--- config.mk ---
export PLATFORM = sky130hd
export DESIGN_NAME = sparc_operand_dispatch_flat
export DESIGN_NICKNAME = d
export VERILOG_FILES = /design/src/rtl/sparc_operand_dispatch_pkg.sv /design/src/rtl/sparc_operand_dispatch_if.sv /design/src/rtl/sparc_operand_dispatch_operand_fifo.sv /design/src/rtl/sparc_operand_dispatch.sv /design/src/flat_wrapper.sv
export SDC_FILE = /design/constraint.sdc
export NUM_CORES = 1
export LEC_CHECK = 0
export CAP_MARGIN = 20
export CORE_UTILIZATION = 35
export DETAILED_ROUTE_END_ITERATION = 10
export MAX_ROUTING_LAYER = met4
export SLEW_MARGIN = 40
export SYNTH_ARGS = -nofsm -noshare
export SYNTH_HDL_FRONTEND = slang
export SYNTH_SLANG_ARGS = --single-unit
--- constraint.sdc ---
create_clock -name clk -period 6.58 [get_ports clk]
set_clock_uncertainty 0.1 [all_clocks]
set_input_delay 1.645 -clock clk [delete_from_list [all_inputs] [get_ports clk]]
set_output_delay 1.645 -clock clk [all_outputs]
set_load 0.01 [all_outputs]
--- src/rtl/sparc_operand_dispatch_pkg.sv ---
// sparc_operand_pkg: operand-select codes, SPARC op/op2 fields and the buffered entry layout
package sparc_operand_pkg;
  typedef enum logic [3:0] {
    IS_REG      = 4'b0000,
    IS_SIMM13   = 4'b0001,
    IS_IMM22_HI = 4'b0010,
    IS_DISP22   = 4'b0011,
    IS_NONE     = 4'b1111
  } is_e;
  localparam logic [1:0] OP_BRANCH = 2'b00;
  localparam logic [1:0] OP_CALL   = 2'b01;
  localparam logic [1:0] OP_ARITH  = 2'b10;
  localparam logic [1:0] OP_MEM    = 2'b11;
  localparam logic [2:0] OP2_BICC  = 3'b010;
  localparam logic [2:0] OP2_SETHI = 3'b100;
  localparam logic [2:0] OP2_FBFCC = 3'b110;
  localparam int DEPTH_DEFAULT = 2;
  typedef struct packed {
    logic [31:0] r;
    logic [21:0] imm;
    is_e         sel;
    logic        illegal;
  } entry_t;
endpackage

--- src/rtl/sparc_operand_dispatch_if.sv ---
// sparc_operand_dispatch_if: instruction/operand input handshake and operand-triple output handshake
interface sparc_operand_dispatch_if;
  import sparc_operand_pkg::*;
  logic        flush;
  logic        in_valid;
  logic        in_ready;
  logic [31:0] instr;
  logic [31:0] rs2_val;
  logic        out_valid;
  logic        out_ready;
  logic [31:0] R;
  logic [21:0] Imm;
  is_e         IS;
  logic        illegal;
  modport master (
    output flush, in_valid, instr, rs2_val, out_ready,
    input  in_ready, out_valid, R, Imm, IS, illegal
  );
  modport slave (
    input  flush, in_valid, instr, rs2_val, out_ready,
    output in_ready, out_valid, R, Imm, IS, illegal
  );
endinterface

--- src/rtl/sparc_operand_dispatch_operand_fifo.sv ---
// operand_fifo: small circular buffer of decoded operand entries with flush
module operand_fifo
  import sparc_operand_pkg::*;
#(
  parameter int DEPTH = DEPTH_DEFAULT
) (
  input  logic                         clk,
  input  logic                         rst_n,
  input  logic                         flush,
  input  logic                         push,
  input  logic                         pop,
  input  entry_t                       din,
  output entry_t                       dout,
  output logic [$clog2(DEPTH+1)-1:0]   count
);
  localparam int CW = $clog2(DEPTH + 1);
  localparam int AW = (DEPTH > 1) ? $clog2(DEPTH) : 1;
  entry_t mem [DEPTH];
  logic [AW-1:0] wr_ptr, rd_ptr;
  assign dout = mem[rd_ptr];
  // pointers and occupancy; flush wins over any push or pop in the same cycle
  always_ff @(posedge clk or negedge rst_n) begin
    if (!rst_n) begin
      wr_ptr <= '0;
      rd_ptr <= '0;
      count  <= '0;
    end else if (flush) begin
      wr_ptr <= '0;
      rd_ptr <= '0;
      count  <= '0;
    end else begin
      if (push) wr_ptr <= (wr_ptr == AW'(DEPTH - 1)) ? '0 : wr_ptr + AW'(1);
      if (pop) rd_ptr <= (rd_ptr == AW'(DEPTH - 1)) ? '0 : rd_ptr + AW'(1);
      count <= count + CW'(push) - CW'(pop);
    end
  end
  // entry storage needs no reset because outputs are masked while empty
  always_ff @(posedge clk) begin
    if (push && !flush) mem[wr_ptr] <= din;
  end
endmodule

--- src/rtl/sparc_operand_dispatch.sv ---
// sparc_operand_dispatch: decodes SPARC operand formats and buffers them for the source-operand handler
module sparc_operand_dispatch
  import sparc_operand_pkg::*;
#(
  parameter int DEPTH = DEPTH_DEFAULT
) (
  input  logic                     clk,
  input  logic                     rst_n,
  sparc_operand_dispatch_if.slave  bus
);
  localparam int CW = $clog2(DEPTH + 1);
  logic [CW-1:0] count;
  logic          rdy_q;
  logic          push, pop;
  entry_t        dec, head;
  logic [1:0]    op;
  logic [2:0]    op2;
  assign op  = bus.instr[31:30];
  assign op2 = bus.instr[24:22];
  // keeps in_ready low until the first edge after reset releases
  always_ff @(posedge clk or negedge rst_n) begin
    if (!rst_n) rdy_q <= 1'b0;
    else rdy_q <= 1'b1;
  end
  // operand-format decode of the offered instruction
  always_comb begin
    dec = '{r: '0, imm: '0, sel: IS_NONE, illegal: 1'b0};
    if (op == OP_ARITH || op == OP_MEM) begin
      if (bus.instr[13]) begin
        dec.sel = IS_SIMM13;
        dec.imm = {9'b0, bus.instr[12:0]};
      end else begin
        dec.sel = IS_REG;
        dec.r   = bus.rs2_val;
      end
    end else if (op == OP_BRANCH) begin
      if (op2 == OP2_SETHI) begin
        dec.sel = IS_IMM22_HI;
        dec.imm = bus.instr[21:0];
      end else if (op2 == OP2_BICC || op2 == OP2_FBFCC) begin
        dec.sel = IS_DISP22;
        dec.imm = bus.instr[21:0];
      end else begin
        dec.illegal = 1'b1;
      end
    end
  end
  assign bus.in_ready  = rdy_q && (count < CW'(DEPTH));
  assign bus.out_valid = count != '0;
  assign push = bus.in_valid && bus.in_ready;
  assign pop  = bus.out_valid && bus.out_ready;
  operand_fifo #(.DEPTH(DEPTH)) u_fifo (
    .clk   (clk),
    .rst_n (rst_n),
    .flush (bus.flush),
    .push  (push),
    .pop   (pop),
    .din   (dec),
    .dout  (head),
    .count (count)
  );
  assign bus.R       = bus.out_valid ? head.r : '0;
  assign bus.Imm     = bus.out_valid ? head.imm : '0;
  assign bus.IS      = bus.out_valid ? head.sel : IS_NONE;
  assign bus.illegal = bus.out_valid && head.illegal;
endmodule

--- src/flat_wrapper.sv ---
// flat-port wrapper written by rule: the top's interface ports become plain ports
module sparc_operand_dispatch_flat import sparc_operand_pkg::*;
#(
  parameter int DEPTH = DEPTH_DEFAULT
)
  (clk, rst_n, bus_flush, bus_in_valid, bus_instr, bus_rs2_val, bus_out_ready, bus_in_ready, bus_out_valid, bus_R, bus_Imm, bus_IS, bus_illegal);
  sparc_operand_dispatch_if bus_i ();
  input  logic clk;
  input  logic rst_n;
  input wire logic [$bits(bus_i.flush)-1:0] bus_flush;
  input wire logic [$bits(bus_i.in_valid)-1:0] bus_in_valid;
  input wire logic [$bits(bus_i.instr)-1:0] bus_instr;
  input wire logic [$bits(bus_i.rs2_val)-1:0] bus_rs2_val;
  input wire logic [$bits(bus_i.out_ready)-1:0] bus_out_ready;
  output wire logic [$bits(bus_i.in_ready)-1:0] bus_in_ready;
  output wire logic [$bits(bus_i.out_valid)-1:0] bus_out_valid;
  output wire logic [$bits(bus_i.R)-1:0] bus_R;
  output wire logic [$bits(bus_i.Imm)-1:0] bus_Imm;
  output wire logic [$bits(bus_i.IS)-1:0] bus_IS;
  output wire logic [$bits(bus_i.illegal)-1:0] bus_illegal;
  assign bus_i.flush = bus_flush;
  assign bus_i.in_valid = bus_in_valid;
  assign bus_i.instr = bus_instr;
  assign bus_i.rs2_val = bus_rs2_val;
  assign bus_i.out_ready = bus_out_ready;
  assign bus_in_ready = bus_i.in_ready;
  assign bus_out_valid = bus_i.out_valid;
  assign bus_R = bus_i.R;
  assign bus_Imm = bus_i.Imm;
  assign bus_IS = bus_i.IS;
  assign bus_illegal = bus_i.illegal;
  sparc_operand_dispatch #(.DEPTH(DEPTH)) u_core (.clk(clk), .rst_n(rst_n), .bus(bus_i));
endmodule
# --- Word-level counts from Yosys, hierarchy flattened ---
# Memory sizes are Yosys's and may differ from the RTL's.
# Cells that the tools add are included.
word_totals:
  ff_bits: 5
  mem_bits_rw: 118
  in_bits: 69
  output_inout_bits: 61
  wordCells: 50
  mem_count: 1
op_classes:
  addsub: 4
  n_lt_le_gt_ge: 1
  n_eq_ne: 5
  muxes: 23
  reduce_logical: 12
mem_list:
  columns: ["memory", "words", "width", "rd", "rd_clocked_by_memory_dff", "write_ports", "line_no", "rtl"]
  rows:
  - ["u_core.u_fifo.mem", 2, 59, 1, 0, 1, "sparc_operand_dispatch_operand_fifo.sv:18", "entry_t mem [DEPTH];"]
ops:
  columns: ["op", "n"]
  rows:
  - ["2-to-1 mux 32 bit", 3]
  - ["2-to-1 mux 26 bit", 3]
  - ["2-to-1 mux 27 bit", 1]
  - ["2-to-1 mux 22 bit", 1]
  - ["2-to-1 mux 13 bit", 1]
  - ["2-to-1 mux 1 bit", 12]
  - ["equality test 3 bit (second input constant)", 2]
  - ["nonzero test 2 bit", 3]
  - ["logical AND 1 bit", 5]
  - ["equality test 2 bit (second input constant)", 2]
  - ["2-to-1 mux 4 bit", 1]
  - ["equality test 3 x 2 -> 1 bit (second input constant)", 1]
  - ["adder 1 bit (second input constant)", 2]
  - ["adder 2 x 1 -> 2 bit", 1]
  - ["logical NOT 2 bit", 1]
  - ["logical OR 1 bit", 2]
  - ["less-than comparator 2 bit (second input constant)", 1]
  - ["2-to-1 mux 2 bit", 1]
  - ["subtractor 2 x 1 -> 2 bit", 1]
  - ["logical NOT 1 bit", 1]

# --- Longest topological paths before layout ---
logic_depth:
  depth_word: 6
  mapped_depth: 6
  ltp_nobuf: 6

# --- Hierarchy ---
# Synthesis repeated with hierarchy kept, for this count alone.
unflattened:
  hier_cells: 357
  hier_area_um2: 5770.5
modules_own_cells:
  columns: ["mod", "instances", "cells_per_inst", "area_each_um2", "seq_area_each_um2"]
  rows:
  - ["operand_fifo", 1, 201, 4763.3, 3643.5]
  - ["sparc_operand_dispatch", 1, 156, 1007.2, 25.0]

# --- Worst setup path before layout ---
# Ideal clock, no wire load.
synth_timing:
  path_kind: "in2reg"
  startpoint: "in bus_in_valid"
  endpoint: "mem u_core.u_fifo.mem[1][0] in the netlist's numbering, enable pin"
  setup_ns: 0.557
  arrival_time_ns: 6.093
  required_time_ns: 5.923
  slack_ns: -0.170
  path_stages: 2
  path_buffers: 0
  path_cell_list: "nand3b_1 nor3b_1"
synth_via:
  elab_chain_len: 4
synth_lines:
  columns: ["item", "line_no", "rtl"]
  rows:
  - ["from (decl)", "flat_wrapper.sv:11", "input wire logic [$bits(bus_i.in_valid)-1:0] bus_in_valid;"]
  - ["logical AND 1 bit", "sparc_operand_dispatch.sv:50", "assign push = bus.in_valid && bus.in_ready;"]
  - ["logical AND 1 bit", "sparc_operand_dispatch_operand_fifo.sv:39", "if (push && !flush) mem[wr_ptr] <= din;"]
  - ["2-to-1 mux 1 bit", "sparc_operand_dispatch_operand_fifo.sv:39", null]
  - ["2-to-1 mux 1 bit (not written as such)", "sparc_operand_dispatch_operand_fifo.sv:39", null]
  - ["to (decl)", "sparc_operand_dispatch_operand_fifo.sv:18", null]
# No other way between the ends.

# --- Worst setup path in the final report ---
layout_timing:
  startpoint: "reg u_core.u_fifo.rd_ptr"
  endpoint: "out bus_IS[1]"
layout_via:
  elab_chain_len: 2
layout_lines:
  columns: ["item", "line_no", "rtl"]
  rows:
  - ["from (decl)", "sparc_operand_dispatch_operand_fifo.sv:19", "logic [AW-1:0] wr_ptr, rd_ptr;"]
  - ["from (signal assigned)", "sparc_operand_dispatch_operand_fifo.sv:33", "if (pop) rd_ptr <= (rd_ptr == AW'(DEPTH - 1)) ? '0 : rd_ptr + AW'(1);"]
  - ["memory (2 x 59 bit)", null, null]
  - ["2-to-1 mux 4 bit", "sparc_operand_dispatch.sv:64", "assign bus.IS = bus.out_valid ? head.sel : IS_NONE;"]
  - ["to (decl)", "flat_wrapper.sv:19", "output wire logic [$bits(bus_i.IS)-1:0] bus_IS;"]
# No other way between the ends.

==> run_results.csv <==
group,metric,value,unit
timing,post-route-min-period,4.11,ns
grt,grt_use_total,0.150,
critical_path,endpoint_kind,"output pin",
clock_network,cts_setup_buffers,0,
detailed_routing,firstDrtPassIters,4,
critical_path,critPathBufInv,2,
hold_path,hold_class,"reg -> reg",
timing,rsz0062_at_grt,"false",
pwr,vdd_drop_max,175,uV
die,core_area,14500,sq um
cells_and_area,syn_to_final_growth,37.9,%
synthesis,synth_ff_type,"edfxtp_1",
detailed_routing,routed_wl,10600,microns
timing,relSlewSlack,0.593,
die,die_y,124,microns
synthesis,ys_seq_area_frac,0.692,
die,num_rows,44,
synthesis,synth-seq-cells,121,
clock_network,htreeDepth,4,
synthesis,ys_warn_count,0,
synthesis,synth-async-reset-ratio,0.0413,
clock_network,clockBufferDepth,2,
critical_path,crit_chain,"buf_12 > mux2i_1 > nand2_1 > clkdlybuf4s50_1",
critical_path,critPathRequiredTime,4.84,ns
clock_network,postCtsHoldBufs,0,
flow_run,max-cap-violations,0,
clock_network,root_buffer,"clkbuf_16",
clock_network,cts-buffers-inserted,17,
clock_network,clk_latency,0.40,ns
synthesis,synth_nets,426,
outcome,status,"complete, no violations",
detailed_routing,drt_iter0_markers,198,
detailed_routing,drc,0,
grt,grt_max_degree,59,
synthesis,syn_area,5220,sq um
clock_network,cts_tree,"done",
critical_path,cp_top_family,"buffers and inverters",
critical_path,slowest_delay,0.77,ns
synthesis,synth-edff-count,116,
timing,hold_ws,0.572,ns
clock_network,cts.sinks,121,
critical_path,worstSetupPathType,"reg -> out",
grt,grt_overflow,0,
synthesis,avgSynthCellArea,14.7,sq um
timing,hold_viol,0,
timing,maxSlewViolCount,0,
grt,grt_pass1_vias,3224,
critical_path,cp-start-kind,"flip-flop",
grt,grt_pass1_wl,16200,microns
timing,timing.final.crit_share,0.624,
critical_path,cp.arrival,2.36,ns
placed_design,routabilityCongestion,0.739,
timing,worstMarginPinSlew,0.609,ns
clock_network,clkSlewWorstSetupHoldPaths,0.05,ns
detailed_routing,viasPerCell,4.77,
die,die-area,15400,sq um
timing,final-setup-viol-count,0,
die,start_util,0.359,
critical_path,slowest_stage,"dfrtp_4",
cells_and_area,nets,551,
detailed_routing,vias,3232,
pwr,p_leak,2.54,nW
synthesis,ys_types,29,
clock_network,ctsResizeCount,0,
detailed_routing,wl_per_cell,15.6,microns
cells_and_area,drive_gt1_frac,0.108,
synthesis,syn_inst,355,
die,io_pins,130,
die,die_x,124,microns
detailed_routing,ant_nets,0,
critical_path,cp_max_fo,31,
placed_design,hpwl,6400,microns
timing,fmaxAchievable,244,MHz
pwr,power,2.56,mW
grt,antenna_found_initial,1,
pwr,pwr_density_cell,356,nW/um^2
placed_design,portBuffers,124,
timing,fin_tns_setup,0,ns
worst register-to-register path: cells and delay by family (launching register included):
family / cells / cell delay [ns]
buf+inv: 1 / 0.51
flops: 1 / 0.43
simple gates: 2 / 0.61
power by group:
group	internal, mW	switching [mW]	total, mW
combinational	0.408	0.345	0.753
clock	0.585	0.299	0.884
sequential	0.882	0.0401	0.922
registers in the layout (all words and copies together), names as in the netlist:
register / cells
u_core.u_fifo.wr_ptr: 1
u_core.u_fifo.mem: 116
u_core.rdy_q: 1
u_core.u_fifo.rd_ptr: 1
u_core.u_fifo.count: 2
final timing paths:
path                                             startpoint                                 end  slack (ns)  cells after the start
hold / removal             u_core.u_fifo.wr_ptr$_DFFE_PN0P_    u_core.u_fifo.wr_ptr$_DFFE_PN0P_        0.57                      2
min in group asynchronous                             rst_n    u_core.u_fifo.rd_ptr$_DFFE_PN0P_        1.36                      1
hold reg to reg            u_core.u_fifo.wr_ptr$_DFFE_PN0P_    u_core.u_fifo.wr_ptr$_DFFE_PN0P_        0.57                      2
setup / recovery           u_core.u_fifo.rd_ptr$_DFFE_PN0P_                           bus_IS[1]        2.47                      4
setup reg to reg           u_core.u_fifo.count[1]$_DFF_PN0_  u_core.u_fifo.mem[1][27]$_DFFE_PP_        4.54                      3
max in group asynchronous                             rst_n    u_core.u_fifo.rd_ptr$_DFFE_PN0P_        4.80                      1
cell type report:
type | count | area, sq um
sequential | 121 | 3610
fill | 1285 | 7340
antenna | 1 | 2.50
multi-input combinational | 208 | 1470
clock inverter | 11 | 130
inverter | 3 | 11.3
tap | 184 | 230
timing repair buffer | 129 | 1310
clock buffer | 20 | 437
metal layers:
layer | up-vias | track usage | share of wire
met1 | 1559 | 0.178 | 0.44
met4 | 0 | 0.0729 | 0.019
met5 | - | - | 0
li1 | 1551 | - | -
met2 | 104 | 0.232 | 0.47
met3 | 18 | 0.0462 | 0.063
cell usage after synthesis (all sizes together), types with 2 or more instances:
cell,number,share of area
edfxtp,116,0.67
mux2,2,0.0043
nor2b,4,0.0048
ha,2,0.0048
nand2,3,0.0022
mux2i,58,0.11
clkbuf,3,0.0024
dfrtp,5,0.024
nor3,2,0.0019
inv,3,0.0022
a31o,13,0.022
and2,32,0.038
nor2,61,0.044
buf,20,0.029
and3,22,0.026
logic make-up after synthesis:
kind of cell,Yosys count,share of synthesized area
AO/OA/AOI/OAI,17,0.0273
XOR/XNOR,1,0.00432
multiplexers,60,0.116
buffers and inverters,26,0.0333
other,1,0.000719
flip-flops,121,0.692
AND/OR/NAND/NOR,127,0.122
adder cells (fa/ha/maj),2,0.00480
layout by cell type, fill, tap and decap left out, types with 2 or more instances in the layout:
| cell | instances |
|---|---|
| clkdlybuf4s50_1 | 124 |
| edfxtp_1 | 116 |
| nor2_1 | 59 |
| mux2i_1 | 58 |
| and2_1 | 32 |
| and3_1 | 22 |
| clkbuf_16 | 17 |
| a31o_2 | 13 |
| clkinv_2 | 5 |
| nor2b_1 | 4 |
| dfrtp_1 | 4 |
| inv_1 | 3 |
| nand2_1 | 3 |
| clkbuf_1 | 3 |
| bufinv_16 | 3 |
| nor2_4 | 2 |
| mux2_2 | 2 |
| ha_1 | 2 |
| clkinv_1 | 2 |
| buf_6 | 2 |
per-stage QoR:
stage,util,setup slack (ns),instance area (sq um),instances
6_report,0.495,2.47,7190,677
5_1_grt,0.495,2.32,7190,677
4_1_cts,0.494,2.37,7180,676
3_5_place_dp,0.455,2.76,6620,645
3_3_place_gp,0.452,2.44,6580,643
2_1_floorplan,-,0.167,5220,355
(Power assumes the default switching activity.)
